<file path="src/rtl/uart_core_if.sv">
// Host-side bus of the UART core: transmit request/data, baud divisor, completion pulses and received word.
interface uart_core_if #(parameter int unsigned DBIT = 8);
    logic [DBIT-1:0] din;
    logic [10:0]     dvsr;
    logic            tx_start;
    logic            tx_done_tick;
    logic            rx_done_tick;
    logic [DBIT-1:0] dout;

    modport master (output din, dvsr, tx_start, input tx_done_tick, rx_done_tick, dout);
    modport slave  (input din, dvsr, tx_start, output tx_done_tick, rx_done_tick, dout);
endinterface

</file>
<file path="src/rtl/uart_core.sv">
// UART transmitter and receiver sharing a 16x-oversampling baud tick; the tx line is looped back into rx.
module uart_core #(
    parameter int unsigned DBIT    = 8,
    parameter int unsigned SB_TICK = 16
) (
    input logic        clk,
    input logic        rst,
    uart_core_if.slave bus
);
    localparam int unsigned CW = 11;
    localparam int unsigned NW = (DBIT > 1) ? $clog2(DBIT) : 1;
    localparam int unsigned SW = (SB_TICK > 16) ? $clog2(SB_TICK) : 4;

    typedef enum logic [1:0] {IDLE, START, DATA, STOP} state_e;

    logic [CW-1:0]   cnt_q, cnt_d, dvsr_q, dvsr_d;
    logic            s_tick;
    state_e          tx_state_q, tx_state_d, rx_state_q, rx_state_d;
    logic [SW-1:0]   tx_s_q, tx_s_d, rx_s_q, rx_s_d;
    logic [NW-1:0]   tx_n_q, tx_n_d, rx_n_q, rx_n_d;
    logic [DBIT-1:0] tx_b_q, tx_b_d, rx_b_q, rx_b_d;
    logic            tx_line_q, tx_line_d, rx_sync_q;
    logic            tx_done_q, tx_done_d, rx_done_q, rx_done_d;
    logic [DBIT-1:0] dout_q, dout_d;

    // Divisor is captured only at wrap so a mid-period change cannot skip past the compare value.
    always_comb begin
        s_tick = (cnt_q == dvsr_q);
        cnt_d  = s_tick ? '0 : cnt_q + CW'(1);
        dvsr_d = s_tick ? bus.dvsr : dvsr_q;
    end

    always_comb begin
        tx_state_d = tx_state_q;
        tx_s_d     = tx_s_q;
        tx_n_d     = tx_n_q;
        tx_b_d     = tx_b_q;
        tx_line_d  = 1'b1;
        tx_done_d  = 1'b0;
        case (tx_state_q)
            IDLE: begin
                if (bus.tx_start) begin
                    tx_b_d     = bus.din;
                    tx_s_d     = '0;
                    tx_state_d = START;
                end
            end
            START: begin
                tx_line_d = 1'b0;
                if (s_tick) begin
                    if (tx_s_q == SW'(15)) begin
                        tx_s_d     = '0;
                        tx_n_d     = '0;
                        tx_state_d = DATA;
                    end else begin
                        tx_s_d = tx_s_q + SW'(1);
                    end
                end
            end
            DATA: begin
                tx_line_d = tx_b_q[0];
                if (s_tick) begin
                    if (tx_s_q == SW'(15)) begin
                        tx_s_d = '0;
                        tx_b_d = tx_b_q >> 1;
                        if (tx_n_q == NW'(DBIT - 1)) tx_state_d = STOP;
                        else                         tx_n_d     = tx_n_q + NW'(1);
                    end else begin
                        tx_s_d = tx_s_q + SW'(1);
                    end
                end
            end
            STOP: begin
                if (s_tick) begin
                    if (tx_s_q == SW'(SB_TICK - 1)) begin
                        tx_state_d = IDLE;
                        tx_done_d  = 1'b1;
                    end else begin
                        tx_s_d = tx_s_q + SW'(1);
                    end
                end
            end
            default: tx_state_d = IDLE;
        endcase
    end

    // Receiver samples mid-bit: 8 ticks into the start bit, then every 16 ticks.
    always_comb begin
        rx_state_d = rx_state_q;
        rx_s_d     = rx_s_q;
        rx_n_d     = rx_n_q;
        rx_b_d     = rx_b_q;
        rx_done_d  = 1'b0;
        dout_d     = dout_q;
        case (rx_state_q)
            IDLE: begin
                if (!rx_sync_q) begin
                    rx_s_d     = '0;
                    rx_state_d = START;
                end
            end
            START: begin
                if (s_tick) begin
                    if (rx_s_q == SW'(7)) begin
                        rx_s_d     = '0;
                        rx_n_d     = '0;
                        rx_state_d = rx_sync_q ? IDLE : DATA;
                    end else begin
                        rx_s_d = rx_s_q + SW'(1);
                    end
                end
            end
            DATA: begin
                if (s_tick) begin
                    if (rx_s_q == SW'(15)) begin
                        rx_s_d = '0;
                        rx_b_d = {rx_sync_q, rx_b_q[DBIT-1:1]};
                        if (rx_n_q == NW'(DBIT - 1)) rx_state_d = STOP;
                        else                         rx_n_d     = rx_n_q + NW'(1);
                    end else begin
                        rx_s_d = rx_s_q + SW'(1);
                    end
                end
            end
            STOP: begin
                if (s_tick) begin
                    if (rx_s_q == SW'(SB_TICK - 1)) begin
                        rx_state_d = IDLE;
                        rx_done_d  = 1'b1;
                        dout_d     = rx_b_q;
                    end else begin
                        rx_s_d = rx_s_q + SW'(1);
                    end
                end
            end
            default: rx_state_d = IDLE;
        endcase
    end

    always_ff @(posedge clk or negedge rst) begin
        if (!rst) begin
            cnt_q      <= '0;
            dvsr_q     <= '0;
            tx_state_q <= IDLE;
            tx_s_q     <= '0;
            tx_n_q     <= '0;
            tx_b_q     <= '0;
            tx_line_q  <= 1'b1;
            tx_done_q  <= 1'b0;
            rx_sync_q  <= 1'b1;
            rx_state_q <= IDLE;
            rx_s_q     <= '0;
            rx_n_q     <= '0;
            rx_b_q     <= '0;
            rx_done_q  <= 1'b0;
            dout_q     <= '0;
        end else begin
            cnt_q      <= cnt_d;
            dvsr_q     <= dvsr_d;
            tx_state_q <= tx_state_d;
            tx_s_q     <= tx_s_d;
            tx_n_q     <= tx_n_d;
            tx_b_q     <= tx_b_d;
            tx_line_q  <= tx_line_d;
            tx_done_q  <= tx_done_d;
            rx_sync_q  <= tx_line_q;
            rx_state_q <= rx_state_d;
            rx_s_q     <= rx_s_d;
            rx_n_q     <= rx_n_d;
            rx_b_q     <= rx_b_d;
            rx_done_q  <= rx_done_d;
            dout_q     <= dout_d;
        end
    end

    assign bus.tx_done_tick = tx_done_q;
    assign bus.rx_done_tick = rx_done_q;
    assign bus.dout         = dout_q;
endmodule

</file>
<file path="src/flat_wrapper.sv">
// flat-port wrapper written by rule: the top's interface ports become plain ports
module uart_core_flat 
#(
    parameter int unsigned DBIT    = 8,
    parameter int unsigned SB_TICK = 16
)
  (clk, rst, bus_din, bus_dvsr, bus_tx_start, bus_tx_done_tick, bus_rx_done_tick, bus_dout);
  uart_core_if #(.DBIT(DBIT)) bus_i ();
  input logic clk;
  input logic rst;
  input wire logic [$bits(bus_i.din)-1:0] bus_din;
  input wire logic [$bits(bus_i.dvsr)-1:0] bus_dvsr;
  input wire logic [$bits(bus_i.tx_start)-1:0] bus_tx_start;
  output wire logic [$bits(bus_i.tx_done_tick)-1:0] bus_tx_done_tick;
  output wire logic [$bits(bus_i.rx_done_tick)-1:0] bus_rx_done_tick;
  output wire logic [$bits(bus_i.dout)-1:0] bus_dout;
  assign bus_i.din = bus_din;
  assign bus_i.dvsr = bus_dvsr;
  assign bus_i.tx_start = bus_tx_start;
  assign bus_tx_done_tick = bus_i.tx_done_tick;
  assign bus_rx_done_tick = bus_i.rx_done_tick;
  assign bus_dout = bus_i.dout;
  uart_core #(.DBIT(DBIT), .SB_TICK(SB_TICK)) u_core (.clk(clk), .rst(rst), .bus(bus_i));
endmodule
</file>
<file path="config.mk">
export PLATFORM = sky130hd
export DESIGN_NAME = uart_core_flat
export DESIGN_NICKNAME = d
export VERILOG_FILES = /design/src/rtl/uart_core_if.sv /design/src/rtl/uart_core.sv /design/src/flat_wrapper.sv
export SDC_FILE = /design/constraint.sdc
export NUM_CORES = 1
export LEC_CHECK = 0
export ABC_AREA = 1
export ABC_CLOCK_PERIOD_IN_PS = 4080
export BUFFER_PORTS_ARGS = -buffer_cell sky130_fd_sc_hd__buf_2
export CAP_MARGIN = 15
export CELL_PAD_IN_SITES_DETAIL_PLACEMENT = 1
export CELL_PAD_IN_SITES_GLOBAL_PLACEMENT = 2
export CORE_MARGIN = 2
export CORE_UTILIZATION = 35
export CTS_BUF_LIST = sky130_fd_sc_hd__clkbuf_4 sky130_fd_sc_hd__clkbuf_8 sky130_fd_sc_hd__clkbuf_16
export CTS_CLUSTER_DIAMETER = 120
export DETAILED_ROUTE_END_ITERATION = 7
export GPL_TIMING_DRIVEN = 0
export PLACE_DENSITY_LB_ADDON = 0.1
export SLEW_MARGIN = 15
export SYNTH_ARGS = -nofsm -noshare
export SYNTH_HDL_FRONTEND = slang
export SYNTH_SLANG_ARGS = --single-unit
</file>
<file path="constraint.sdc">
create_clock -name clk -period 4.08 [get_ports clk]
set_input_delay 0 -clock clk [delete_from_list [all_inputs] [get_ports clk]]
set_output_delay 0 -clock clk [all_outputs]
set_load 0.05 [all_outputs]
</file>
[Word level (Yosys, flattened, before mapping)]
Index checks and enable logic that the tools add are counted.
Storage, ports and cells
  word-level logic and storage cells: 125
  bits in registers: 68
  output and inout port bits: 10
Cells by class
  reduce and logical (&&, ||, !) cells: 15
  $add $sub $neg: 5
  muxes and demuxes: 57
  eq/ne operators: 33
Operators by type and width (number)
  $mux W4: 12
  $mux W2: 17
  $mux W3: 10
  $ne A2 B1 Y1 const B: 15
  $mux W8: 3
  $pmux W2 S4: 2
  $pmux W4 S4: 1
  $pmux W8 S2: 1
  $reduce_and A8 Y1: 2
  $ne A2 B2 Y1 const B: 6
  $pmux W3 S2: 2
  $pmux W4 S3: 1
  $reduce_and A6 Y1: 2
  $add A11 B1 Y11 const B: 1
  $eq A11 B11 Y1: 1
  $mux W11: 1
  $add A4 B1 Y4 const B: 2
  $eq A2 B2 Y1 const B: 4
  $eq A4 B4 Y1 const B: 2
  $reduce_and A4 Y1: 2
  $add A3 B1 Y3 const B: 2
  $eq A3 B3 Y1 const B: 2
  $mux W1: 6
  $reduce_and A3 Y1: 2
  other kinds (7): 11

[Logic depth before layout (Yosys ltp)]
  depth after elaboration: 5
  gate-level depth with buffers: 14

[Worst setup path after synthesis]
OpenSTA, ideal clock, no wires.
  path type: register -> register
  start: register u_core.tx_state_q[0]
  end: register u_core.tx_b_q[7]
  clock period less this slack: 1740 ps
  path buffers: 1
  cell stages (with the launch flop): 9
  required time: 3959 ps
  data arrival time: 1619 ps
  setup slack: 2340 ps
  cell sequence: dfrtp_1 inv_1 ha_1 inv_1 clkbuf_1 a21oi_2 nand2_2 nand2_1 o21ai_1
Between the ends
  cells in the longest elaborated chain, start to end: 3
  elaborated cells between the ends (all ways): 8
  those cells by class: eq/ne: 4; mux: 1; reduce/logical: 3
RTL lines
  start: declaration: RTL line uart_core.sv:18  | state_e tx_state_q, tx_state_d, rx_state_q, rx_state_d;
  start signal: assignment: RTL line uart_core.sv:160  | tx_state_q <= tx_state_d;
  $eq A2 B2 Y1 or $logic_not A2 Y1 (tied branches): RTL line uart_core.sv:40  | case (tx_state_q)
  $ne A2 B1 Y1 (no line) (tied with other cells)
  $reduce_and A4 Y1 (no line)
  end signal: assignment: RTL line uart_core.sv:163  | tx_b_q <= tx_b_d;
  end: declaration: RTL line uart_core.sv:21  | logic [DBIT-1:0] tx_b_q, tx_b_d, rx_b_q, rx_b_d;
Several ways; a longest one is shown, not always the timed one.
A chain may end at the register's enable or synchronous reset.

[Final worst setup path]
Ends and elaborated chain as after synthesis.

==> run_results.csv <==
group,metric,value,unit
clocking,cts_tree,"done",
setup_path,worstRegToRegCells,8,
clocking,clockBufferDepth,2,
drt,vias,2811,
global_routing,grt.total_usage,0.1710,
setup_path,required,4.30,ns
power,ir_worst_vdd,0.2607,mV
setup_path,path_class,"register to register",
power,p_leak,2.073,nW
status,status,"completed",
drt,wl_per_cell,12.65,um
synthesis,seq_area_frac_synth,0.5048,
setup_path,worst_setup_path_end_kind,"register",
synthesis,syn_inst,414,
sta,setup_tns,0,ns
drt,drc,0,
synthesis,synth_nets,448,
clocking,cts.sinks,68,
clocking,cts_buffers,9,
floorplan,row_count,35,
cells_and_area,layout_commonest_cell,"nand2_1",
synthesis,syn_area,3376,sq um
setup_path,crit_start,"u_core.tx_state_q[0]",
clocking,post-cts-setup-buffers,0,
synthesis,avgSynthCellArea,8.154,sq um
setup_path,cp-start-kind,"register",
setup_path,reg2reg_to,"u_core.tx_b_q[7]",
global_routing,antenna_found_initial,0,
setup_path,cp.arrival,2.37,ns
drt,drt_wl_total,7717,um
synthesis,yosysWarningCount,0,
clocking,htreeDepth,3,
global_routing,grt-ovfl-total,0,
floorplan,ios,32,
floorplan,start_util,0.3636,
sta,maxSlewViolCount,0,
sta,fin_crit,2.146,ns
setup_path,endpoint,"u_core.tx_b_q[7]",
setup_path,r2r-start,"u_core.tx_state_q[0]",
power,p_per_area,461.7,nW/um^2
setup_path,r2r_setup_slack,1.93,ns
cells_and_area,area_growth,22.09,%
drt,via_per_inst,4.608,
cells_and_area,layout-drive-gt1-share,0.1601,
sta,fmax,0.4660,GHz
sta,rsz0062_at_grt,"no",
clocking,ctsResizeCount,0,
floorplan,die_w,102.2,um
setup_path,cp_max_fo,10,
floorplan,fp.dieH,102.2,um
place,post-dp-hpwl,5479,um
cells_and_area,final_net_count,510,
cells_and_area,final_cells,610,
cells_and_area,antenna_cells,0,
place,place.gp.congestion,0.7130,
clocking,cts_root_buf,"clkbuf_8",
global_routing,grt_pass1_wl,14100,um
global_routing,grt_max_degree,46,
drt,drtIter0Drc,70,
global_routing,first_global_vias,2988,
sta,period_share,0.5259,
sta,hold_viol,0,
clocking,clock_latency,0.34,ns
synthesis,ys_ff_latch,68,
drt,dr.pass1.iters,4,
cells_and_area,fillers,1144,
sta,worst_pin_slew,0.4721,ns
cells_and_area,mostFrequentLayoutCells,"nand2_1 (149), dfrtp_1 (66), inv_1 (40), o21ai_0 (35), buf_2 (34)",
sta,finClkSkew,0.01464,ns
hold_path,min_path_type,"input port to register",
drt,ant_nets,0,
floorplan,core_area,9284,sq um
place,port_buffers,31,
place,dp.cells,575,
sta,setup_viol,0,
sta,whs,0.007875,ns
run,max-cap-violations,0,
floorplan,die_area,10450,sq um
synthesis,synthDistinctLibCells,32,
clocking,cts_hold_buf,19,
clocking,clk_pin_slew,0.07,ns
sta,max_slew_margin,0.6853,
sequential cells by signal, indices dropped and copies added (netlist names), named ones only:
name	flops
u_core.dvsr_q	11
u_core.tx_state_q	2
u_core.bus.dout	8
u_core.rx_state_q	1
u_core.rx_s_q	4
u_core.rx_n_q	3
u_core.tx_n_q	3
u_core.rx_sync_q	1
u_core.tx_s_q	4
u_core.bus.rx_done_tick	1
u_core.tx_line_q	1
u_core.tx_b_q	8
u_core.cnt_q	11
u_core.rx_b_q	8
u_core.bus.tx_done_tick	1
cells in the mapped netlist (all sizes together):
cell      n  share of area
ha       12          0.044
nand3    19          0.033
or2       3         0.0056
nand2   155           0.18
a21oi    12          0.020
buf       7          0.017
a211oi    1         0.0022
xnor2     3         0.0078
dfstp     2          0.016
o21ai    43          0.065
nor2     26          0.030
xor2      4          0.010
nor3      7          0.010
inv      44          0.050
o22ai     2         0.0037
clkbuf    2         0.0022
a21boi    2         0.0044
dfrtp    66           0.49
o21a      2         0.0044
o31ai     2         0.0044
logic make-up (layout without fill, tap and decap cells):
family / after synthesis / in the layout / share of synthesized area
compound gates: 64 / 64 / 0.1041
xor+xnor: 7 / 7 / 0.01816
fa+ha+maj: 12 / 12 / 0.04448
buf+inv: 53 / 120 / 0.06894
flops: 68 / 68 / 0.5048
simple gates: 210 / 210 / 0.2595
per-stage QoR:
| stage | setup WS [ns] | utilization | total power [mW] | cell area (sq um) |
|---|---|---|---|---|
| detailed placement | 1.889 | 0.4009 | 1.338 | 3722 |
| global placement | 1.892 | 0.3977 | 1.312 | 3692 |
| global route | 1.642 | 0.4439 | 2.061 | 4121 |
| finish | 1.934 | 0.4439 | 1.903 | 4121 |
| floorplan | 2.340 | - | 1.187 | 3376 |
| CTS | 1.877 | 0.4439 | 1.945 | 4121 |
per-layer routing:
layer  wire, um  track usage
met5          0            0
met4         57      0.03077
met3        195      0.04309
met2       3710       0.2976
met1       3754       0.2181
worst max-delay path, stage by stage, from the launching register on:
cell,delay [ns]
dfrtp_1,0.42
inv_1,0.12
ha_1,0.34
inv_1,0.10
clkbuf_1,0.25
a21oi_2,0.42
nand2_2,0.22
nand2_1,0.10
o21ai_1,0.06
worst min-delay path by stage:
stage          slack, ns         from               end  cells after the start
2_1_floorplan      -0.30          rst         async pin                      0
3_3_place_gp        0.19  bus_dvsr[6]  u_core.dvsr_q[6]                      3
3_5_place_dp       -0.07          rst  u_core.dvsr_q[1]                      1
4_1_cts            0.003   bus_din[6]  u_core.tx_b_q[6]                      5
5_1_grt             0.01   bus_din[6]  u_core.tx_b_q[6]                      5
6_report           0.008   bus_din[6]  u_core.tx_b_q[6]                      5
power breakdown:
part	internal, mW	switching [mW]	total [mW]
sequential	0.758	0.0473	0.805
clock	0.336	0.242	0.578
combinational	0.192	0.328	0.520
total	1.29	0.617	1.90
final cells by class:
| cell class | instances | area (sq um) | area share |
|---|---|---|---|
| sequential | 68 | 1704 | 0.4135 |
| buffer | 9 | 65.06 | 0.01579 |
| tap | 129 | 161.4 | 0.03916 |
| clock buffer | 14 | 173.9 | 0.04220 |
| clock inverter | 2 | 35.03 | 0.008500 |
| timing repair buffer | 51 | 375.4 | 0.09107 |
| inverter | 44 | 167.7 | 0.04068 |
| multi-input combinational | 293 | 1439 | 0.3491 |
(Power assumes the default switching activity.)
